### src/rtl/fetch_decode_ctrl.sv
// Instruction-side sequencer for the 24-bit single-cycle datapath: fetches three
// bytes per instruction, decodes the opcode and strobes one execute cycle.
module fetch_decode_ctrl #(
  parameter int          MEM_AW  = 18,
  parameter logic [3:0]  HALT_OP = 4'hF
) (
  input  logic              clk,
  input  logic              rst,
  input  logic              start_i,
  input  logic [15:0]       pc_i,
  output logic              mem_req_o,
  output logic [MEM_AW-1:0] mem_addr_o,
  input  logic              mem_ack_i,
  input  logic [7:0]        mem_rdata_i,
  output logic [23:0]       inst_o,
  output logic              regWrite_o,
  output logic              aluSrc_o,
  output logic              PCSrc_o,
  output logic              immSrc_o,
  output logic [1:0]        aluControl_o,
  output logic              step_o,
  output logic              halted_o,
  output logic              illegal_o
);

  typedef enum logic [2:0] {
    S_IDLE, S_F0, S_F1, S_F2, S_EXEC, S_HALT
  } state_t;

  state_t            state_q;
  logic [7:0]        b0_q, b1_q;
  logic [23:0]       inst_q;
  logic              rw_q, as_q, is_q, ps_q;
  logic [1:0]        alu_q;
  logic              step_q, halted_q, illegal_q;

  logic              req_d;
  logic [1:0]        k_d;
  logic [MEM_AW-1:0] pc_ext, base_addr;
  logic [23:0]       inst_d;
  logic [3:0]        op_d;
  logic [6:0]        dec_d;

  // Returns {legal, regWrite, aluSrc, immSrc, PCSrc, aluControl[1:0]}.
  function automatic logic [6:0] decode(input logic [3:0] op);
    case (op)
      4'b0000: decode = 7'b1_1000_00;
      4'b0001: decode = 7'b1_1000_01;
      4'b0010: decode = 7'b1_1000_10;
      4'b0011: decode = 7'b1_1000_11;
      4'b0100: decode = 7'b1_1100_00;
      4'b0101: decode = 7'b1_1100_01;
      4'b0110: decode = 7'b1_1110_10;
      4'b1000: decode = 7'b1_0111_00;
      default: decode = 7'b0_0000_00;
    endcase
  endfunction

  always_comb begin
    req_d = 1'b0;
    k_d   = 2'd0;
    case (state_q)
      S_F0: begin req_d = 1'b1; k_d = 2'd0; end
      S_F1: begin req_d = 1'b1; k_d = 2'd1; end
      S_F2: begin req_d = 1'b1; k_d = 2'd2; end
      default: begin req_d = 1'b0; k_d = 2'd0; end
    endcase
  end

  // pc*3 computed at full address width so pc=16'hFFFF does not truncate.
  assign pc_ext    = MEM_AW'(pc_i);
  assign base_addr = pc_ext + (pc_ext << 1);

  assign inst_d = {b0_q, b1_q, mem_rdata_i};
  assign op_d   = b0_q[7:4];
  assign dec_d  = decode(op_d);

  always_ff @(posedge clk or posedge rst) begin
    if (rst) begin
      state_q   <= S_IDLE;
      b0_q      <= '0;
      b1_q      <= '0;
      inst_q    <= '0;
      rw_q      <= 1'b0;
      as_q      <= 1'b0;
      is_q      <= 1'b0;
      ps_q      <= 1'b0;
      alu_q     <= 2'b00;
      step_q    <= 1'b0;
      halted_q  <= 1'b0;
      illegal_q <= 1'b0;
    end else begin
      rw_q   <= 1'b0;
      as_q   <= 1'b0;
      is_q   <= 1'b0;
      ps_q   <= 1'b0;
      alu_q  <= 2'b00;
      step_q <= 1'b0;
      case (state_q)
        S_IDLE: if (start_i) state_q <= S_F0;
        S_F0: if (mem_ack_i) begin
          b0_q    <= mem_rdata_i;
          state_q <= S_F1;
        end
        S_F1: if (mem_ack_i) begin
          b1_q    <= mem_rdata_i;
          state_q <= S_F2;
        end
        S_F2: if (mem_ack_i) begin
          inst_q <= inst_d;
          if (op_d == HALT_OP) begin
            state_q  <= S_HALT;
            halted_q <= 1'b1;
          end else begin
            // Controls are loaded here so they are valid for exactly the EXEC cycle.
            state_q <= S_EXEC;
            step_q  <= 1'b1;
            {rw_q, as_q, is_q, ps_q, alu_q} <= dec_d[5:0];
            if (!dec_d[6]) illegal_q <= 1'b1;
          end
        end
        S_EXEC: state_q <= S_F0;
        S_HALT: if (start_i) begin
          state_q  <= S_F0;
          halted_q <= 1'b0;
        end
        default: state_q <= S_IDLE;
      endcase
    end
  end

  assign mem_req_o    = req_d;
  assign mem_addr_o   = req_d ? (base_addr + MEM_AW'(k_d)) : '0;
  assign inst_o       = inst_q;
  assign regWrite_o   = rw_q;
  assign aluSrc_o     = as_q;
  assign immSrc_o     = is_q;
  assign PCSrc_o      = ps_q;
  assign aluControl_o = alu_q;
  assign step_o       = step_q;
  assign halted_o     = halted_q;
  assign illegal_o    = illegal_q;

endmodule

### config.mk
export PLATFORM = sky130hd
export DESIGN_NAME = fetch_decode_ctrl
export DESIGN_NICKNAME = d
export VERILOG_FILES = /design/src/rtl/fetch_decode_ctrl.sv
export SDC_FILE = /design/constraint.sdc
export NUM_CORES = 1
export LEC_CHECK = 0
export ABC_AREA = 1
export BUFFER_PORTS_ARGS = -buffer_cell sky130_fd_sc_hd__buf_2
export CORE_AREA = 2 2 92 130
export CTS_BUF_LIST = sky130_fd_sc_hd__clkbuf_8
export DETAILED_ROUTE_END_ITERATION = 16
export DIE_AREA = 0 0 94 132
export PLACE_DENSITY_LB_ADDON = 0.1
export SETUP_SLACK_MARGIN = 0.3
export SLEW_MARGIN = 20
export SYNTH_ARGS = -nofsm -noshare
export SYNTH_HDL_FRONTEND = slang
export SYNTH_SLANG_ARGS = --single-unit
### constraint.sdc
create_clock -name clk -period 6.1 [get_ports clk]
set_clock_uncertainty 0.15 [all_clocks]
set_input_delay 1.22 -clock clk [delete_from_list [all_inputs] [get_ports clk]]
set_output_delay 1.22 -clock clk [all_outputs]
set_load 0.005 [all_outputs]
After elaboration in Yosys (flattened, before gate mapping)
Memories as Yosys holds them, arrays and structs flattened.
Cells that the tools add are included.
- register bits after elaboration: 52
- memory bits (read-only): 112
- input bits: 28
- word-level logic and storage cells: 70
- memories kept: 1
- $add $sub $neg: 2
- equal/unequal tests: 12
- mux-type cells: 31
- bitwise logic cells: 2
- reduce and logical (&&, ||, !) cells: 10
- memory list (memory ; depth ; bits a word ; read ports ; clocked after memory_dff ; wr ports ; RTL line ; source):
    (no name shown) ; 16 ; 7 ; 1 ; 0 ; 0 ; 46 ; case (op)
- operators by type and width (kind ; number):
    2-to-1 mux 1 bit ; 20
    adder 16 x 17 -> 18 bit ; 1
    adder 18 x 2 -> 18 bit ; 1
    2-to-1 mux 18 bit ; 1
    case mux 3 bit (5 select lines) ; 1
    2-to-1 mux 3 bit ; 4
    AND reduction 4 bit ; 3
    inequality test 2 bit, second input constant ; 5
    == test 3 x 2 -> 1 bit, second input constant ; 2
    == test 3 bit, second input constant ; 2
    2-to-1 mux 2 bit ; 3
    AND reduction 2 bit ; 3
    == test 4 bit, second input constant ; 1
    case mux 2 bit (2 select lines) ; 1
    == test 3 x 1 -> 1 bit, second input constant ; 1
    zero test 3 bit ; 1
    OR reduction 3 bit ; 1
    inequality test 2 x 1 -> 1 bit, second input constant ; 1
    inverter 1 bit ; 2
    case mux 1 bit (2 select lines) ; 1
    nonzero test 2 bit ; 1
    OR reduction 2 bit ; 1

Logic depth before layout (Yosys ltp)
- word-level depth: 4
- depth in mapped cells: 16
- mapped depth without buffers: 16

Worst setup path after synthesis
OpenSTA, ideal clock, no wires.
- kind: input to output
- start point: input port pc_i[0]
- end point: output port mem_addr_o[11]
- arrival time: 2.900 ns
- required time: 4.730 ns
- slack: 1.830 ns
- stages on the path: 12
- buffers on the path: 0
- path through: fa_1 > ha_1 > fa_1 > nand2_1 > nand2_1 > nand3b_1 > nand2_1 > nand2_1 > nand2_1 > nand2_1 > nand2_1 > nor2_1
- longest elaborated chain between the ends: 3
- RTL lines (what ; RTL line ; source):
    start: declaration ; 10 ; input logic [15:0] pc_i,
    adder 16 x 17 -> 18 bit ; 72 ; assign base_addr = pc_ext + (pc_ext << 1);
    adder 18 x 2 -> 18 bit ; 133 ; assign mem_addr_o = req_d ? (base_addr + MEM_AW'(k_d)) : '0;
    2-to-1 mux 18 bit ; 133 ;
    end: declaration ; 12 ; output logic [MEM_AW-1:0] mem_addr_o,
No other way between the ends.

Worst setup path in the final report
- start point: input port pc_i[0]
- end point: output port mem_addr_o[15]
The elaborated chain is that of the path after synthesis.

==> impl_summary.txt <==
----------------------------------------------------
[Timing]
  Crit share post-route ... 0.768
  Hold Vio Cnt, Final ... 0
  Setup-failing EPs final ... 0
  Slack of the critical path ... between 1 and 1.5 ns
  Shortest period the worst path allows ... 4.69 ns
  Setup repair after global routing missed its margin ... false
  Post-route setup TNS ... 0 ns
  Max Freq ... around 210 MHz
  Transition at the pin with the smallest max-transition slack ... 0.887 ns
  Max Transition Viols Final ... 0
  Tightest hold margin ... 0.306 ns
  Slew margin rel. ... 0.408

[Global routing]
  First-pass GRT wire length ... 13400 microns
  Global Route Usage Sum ... 0.132
  Via count of the first global-routing pass ... 2918
  Antenna violations before repair ... 0
  Remaining global-route overflow ... 0
  Maximum number of pins on one net before global-route repair ... 53

[CTS]
  CTS tree ... yes
  Clock tree root driver cell ... sky130_fd_sc_hd__clkbuf_8
  # hold bufs at CTS ... 0
  Post-cts resize count ... 0
  Insertion delay of the later-clocked pin in the worst-skew pair ... just over 0.3 ns
  Clock input transition at the sequential cells of the worst setup and hold paths ... about 0.09 ns
  Total clock buffers created by CTS ... 5
  Number of H-tree branching levels ... 2
  Deepest clock path buffer count ... 2
  Count of buffers added by post-CTS timing repair for setup ... 0
  Clock net sink count ... between 50 and 60

[Setup path]
  Startpoint type of the worst setup path ... primary input
  Worst flop-to-flop path endpoint ... aluControl_o[1]
  Critical-path maximum fanout ... 4
  R2R cell count ... 8
  Critical path class ... in -> out
  Signal arrival time at the worst endpoint ... 3.32 ns
  Required time worst endpoint ... about 4.7 ns
  Endpoint kind of the worst setup timing path ... primary output
  R2R Path Start ... state_q[2]
  Minimum setup slack among reg-to-reg paths ... ~4.3 ns

[Synth]
  Synth Cell Area ... 3310 sq um
  Flip-flop and latch count after synthesis ... 52
  Number of unique standard cell types used by synthesis ... 31
  Top flip-flop cell by instance count after synthesis ... sky130_fd_sc_hd__dfrtp_1
  Synthesized instance count ... around 450
  Asr flop ratio synth ... 1.00
  Synthesized Nets ... roughly 500
  Sequential share of the synthesized area ... 0.393
  Yosys warning count ... 0
  Number of flops mapped to enable cells by yosys ... 0
  Syn avg cell area ... 7.37 sq um

[Routing]
  Starting DRC count in detailed routing ... 97
  Vias ... ~2900
  Drt wl/cell ... ~12 microns
  Post-route antenna net violation count ... 0
  DRT Wirelength ... ~7900 microns
  Average vias per placed instance ... 4.39
  Count of unresolved DRC violations after routing ... 0
  Number of detailed-route iterations in the first pass ... 4

[Finish]
  Commonest cells after routing, fill and taps aside ... sky130_fd_sc_hd__nand2_1 (163), sky130_fd_sc_hd__buf_2 (79), sky130_fd_sc_hd__inv_1 (58), sky130_fd_sc_hd__dfrtp_1 (52), sky130_fd_sc_hd__nor2_1 (39)
  Antenna diodes ... 0
  Fraction of layout cells with a size suffix above 1 ... 0.201
  Leading cell type in the layout, fill and taps excluded ... sky130_fd_sc_hd__nand2_1
  Layout area overhead ... 19.4%
  Nets ... between 500 and 600

[Pwr]
  Reported net switching power ... approximately 0.00056 W
  Design internal power ... ~0.0009 W
  Cell leakage power ... between 2 and 2.5 nW
  Worst-case vdd ir drop ... 0.114 mV
  Fraction of power consumed by sequential logic ... 0.388
  Share of power burned in combinational logic ... 0.435
  Clock Power Share ... 0.176
  Switching power share of the total ... 0.392
  Power density of the placed cells ... roughly 360 nW/um^2

[Hold path]
  Hold Path Depth ... 1
  Kind of path behind the tightest hold check ... reg -> reg
  End point of the most critical hold path ... illegal_o
  Hold path start ... illegal_o

[Placed design]
  Count of input and output buffers ... 79
  HPWL Detailed ... about 6300 microns
  Post-placement setup slack ... 1.39 ns
  Routability congestion estimate from global placement ... 0.870

[Floorplanning]
  Initial cell density of the core ... 0.295
  Die X-Extent ... approximately 94 microns
  Standard-cell rows ... between 40 and 50
  Die Height ... between 100 and 150 microns
  I/O Pins ... 80
  Core footprint ... 11200 sq um
  Overall die area ... between 10000 and 15000 sq um

[Job]
  Max-cap violations ... 0

[Status]
  Status ... completed

----------------------------------------------------
[cell families (layout without fill, tap and decap cells)]
family                     count (synthesis)  in the layout  share of synthesized area
AOI/OAI and AO/OA                         58             58                     0.0930
xor gates and xnor gates                   1              1                    0.00265
adders and majority gates                 34             34                      0.133
buffers and inverters                     74            152                     0.0938
DFF                                       52             52                      0.393
and+or+nand+nor                          230            230                      0.284
[routing by layer]
metal | vias up | share of wire | global-route usage
met1 | 1312 | 0.43 | 0.156
li1 | 1554 | - | -
met5 | - | 0 | 0
met2 | 68 | 0.50 | 0.238
met4 | 0 | 0.023 | 0.0475
met3 | 10 | 0.039 | 0.0189
[layout make-up]
cell class	count	area, sq um
Inverter	64	241
Clock buffer	7	96.3
Timing Repair Buffer	80	403
Tap cell	144	180
Sequential cell	52	1300
Multi-Input combinational cell	323	1700
Fill cell	1263	7270
Clock inverter	1	30.0
[worst max path at each step]
stage          slack [ns]             end  depth (start not counted)     from
2_1_floorplan        1.83  mem_addr_o[11]                         12  pc_i[0]
3_3_place_gp         1.41  mem_addr_o[15]                         12  pc_i[0]
3_5_place_dp         1.39  mem_addr_o[15]                         12  pc_i[0]
4_1_cts              1.38  mem_addr_o[15]                         12  pc_i[0]
5_1_grt              1.24  mem_addr_o[11]                         14  pc_i[0]
6_report             1.41  mem_addr_o[15]                         12  pc_i[0]
[critical path: stages]
cell,delay [ns]
sky130_fd_sc_hd__buf_2,0.12
sky130_fd_sc_hd__fa_1,0.47
sky130_fd_sc_hd__ha_1,0.26
sky130_fd_sc_hd__fa_1,0.39
sky130_fd_sc_hd__nand2_1,0.10
sky130_fd_sc_hd__nand2_1,0.07
sky130_fd_sc_hd__nand3b_1,0.08
sky130_fd_sc_hd__nand2_1,0.14
sky130_fd_sc_hd__nand2_1,0.12
sky130_fd_sc_hd__a21oi_1,0.07
sky130_fd_sc_hd__nor2_1,0.13
sky130_fd_sc_hd__buf_2,0.13
[power by group through the flow]
stage                     Clock [W]  Sequential [W]  Combinational, W
after floorplan                   0        0.000554          0.000412
after global placement            0        0.000567          0.000636
after detailed placement          0        0.000568          0.000644
after CTS                  0.000266        0.000562          0.000646
after global routing       0.000279        0.000579          0.000736
final                      0.000253        0.000559          0.000627
[through the flow]
step / total power [W] / instance area (sq um) / util / std cells
global route: 0.00159 / 3950 / 0.352 / 671
global placement: 0.00120 / 3820 / 0.340 / 663
floorplan: 0.000966 / 3310 / - / 449
detailed placement: 0.00121 / 3820 / 0.340 / 663
CTS: 0.00147 / 3950 / 0.352 / 671
finish: 0.00144 / 3950 / 0.352 / 671
[state kept, by name (all words and copies together), names as in the netlist]
name and count:
state_q 3, regWrite_o 1, b1_q 8, halted_o 1, PCSrc_o 1, aluControl_o 2
illegal_o 1, b0_q 8, immSrc_o 1, step_o 1, aluSrc_o 1, inst_o 24
[cell usage after synthesis, types with 2 or more instances]
cell                        n  area share
sky130_fd_sc_hd__buf_2      5      0.0076
sky130_fd_sc_hd__nor3_2     2      0.0061
sky130_fd_sc_hd__o21ai_1    2      0.0030
sky130_fd_sc_hd__inv_2      5      0.0057
sky130_fd_sc_hd__nand3_1   12       0.018
sky130_fd_sc_hd__inv_1     59       0.067
sky130_fd_sc_hd__nand2_2    3      0.0057
sky130_fd_sc_hd__buf_6      3       0.010
sky130_fd_sc_hd__nor3_1     3      0.0045
sky130_fd_sc_hd__a21oi_1   16       0.024
sky130_fd_sc_hd__nor2_4     2      0.0068
sky130_fd_sc_hd__nor2_1    39       0.044
sky130_fd_sc_hd__o21ai_0   35       0.053
sky130_fd_sc_hd__ha_1      32        0.12
sky130_fd_sc_hd__dfrtp_1   52        0.39
sky130_fd_sc_hd__nand2_1  163        0.18
sky130_fd_sc_hd__fa_1       2       0.012
Power figures use the tool's default switching activity.
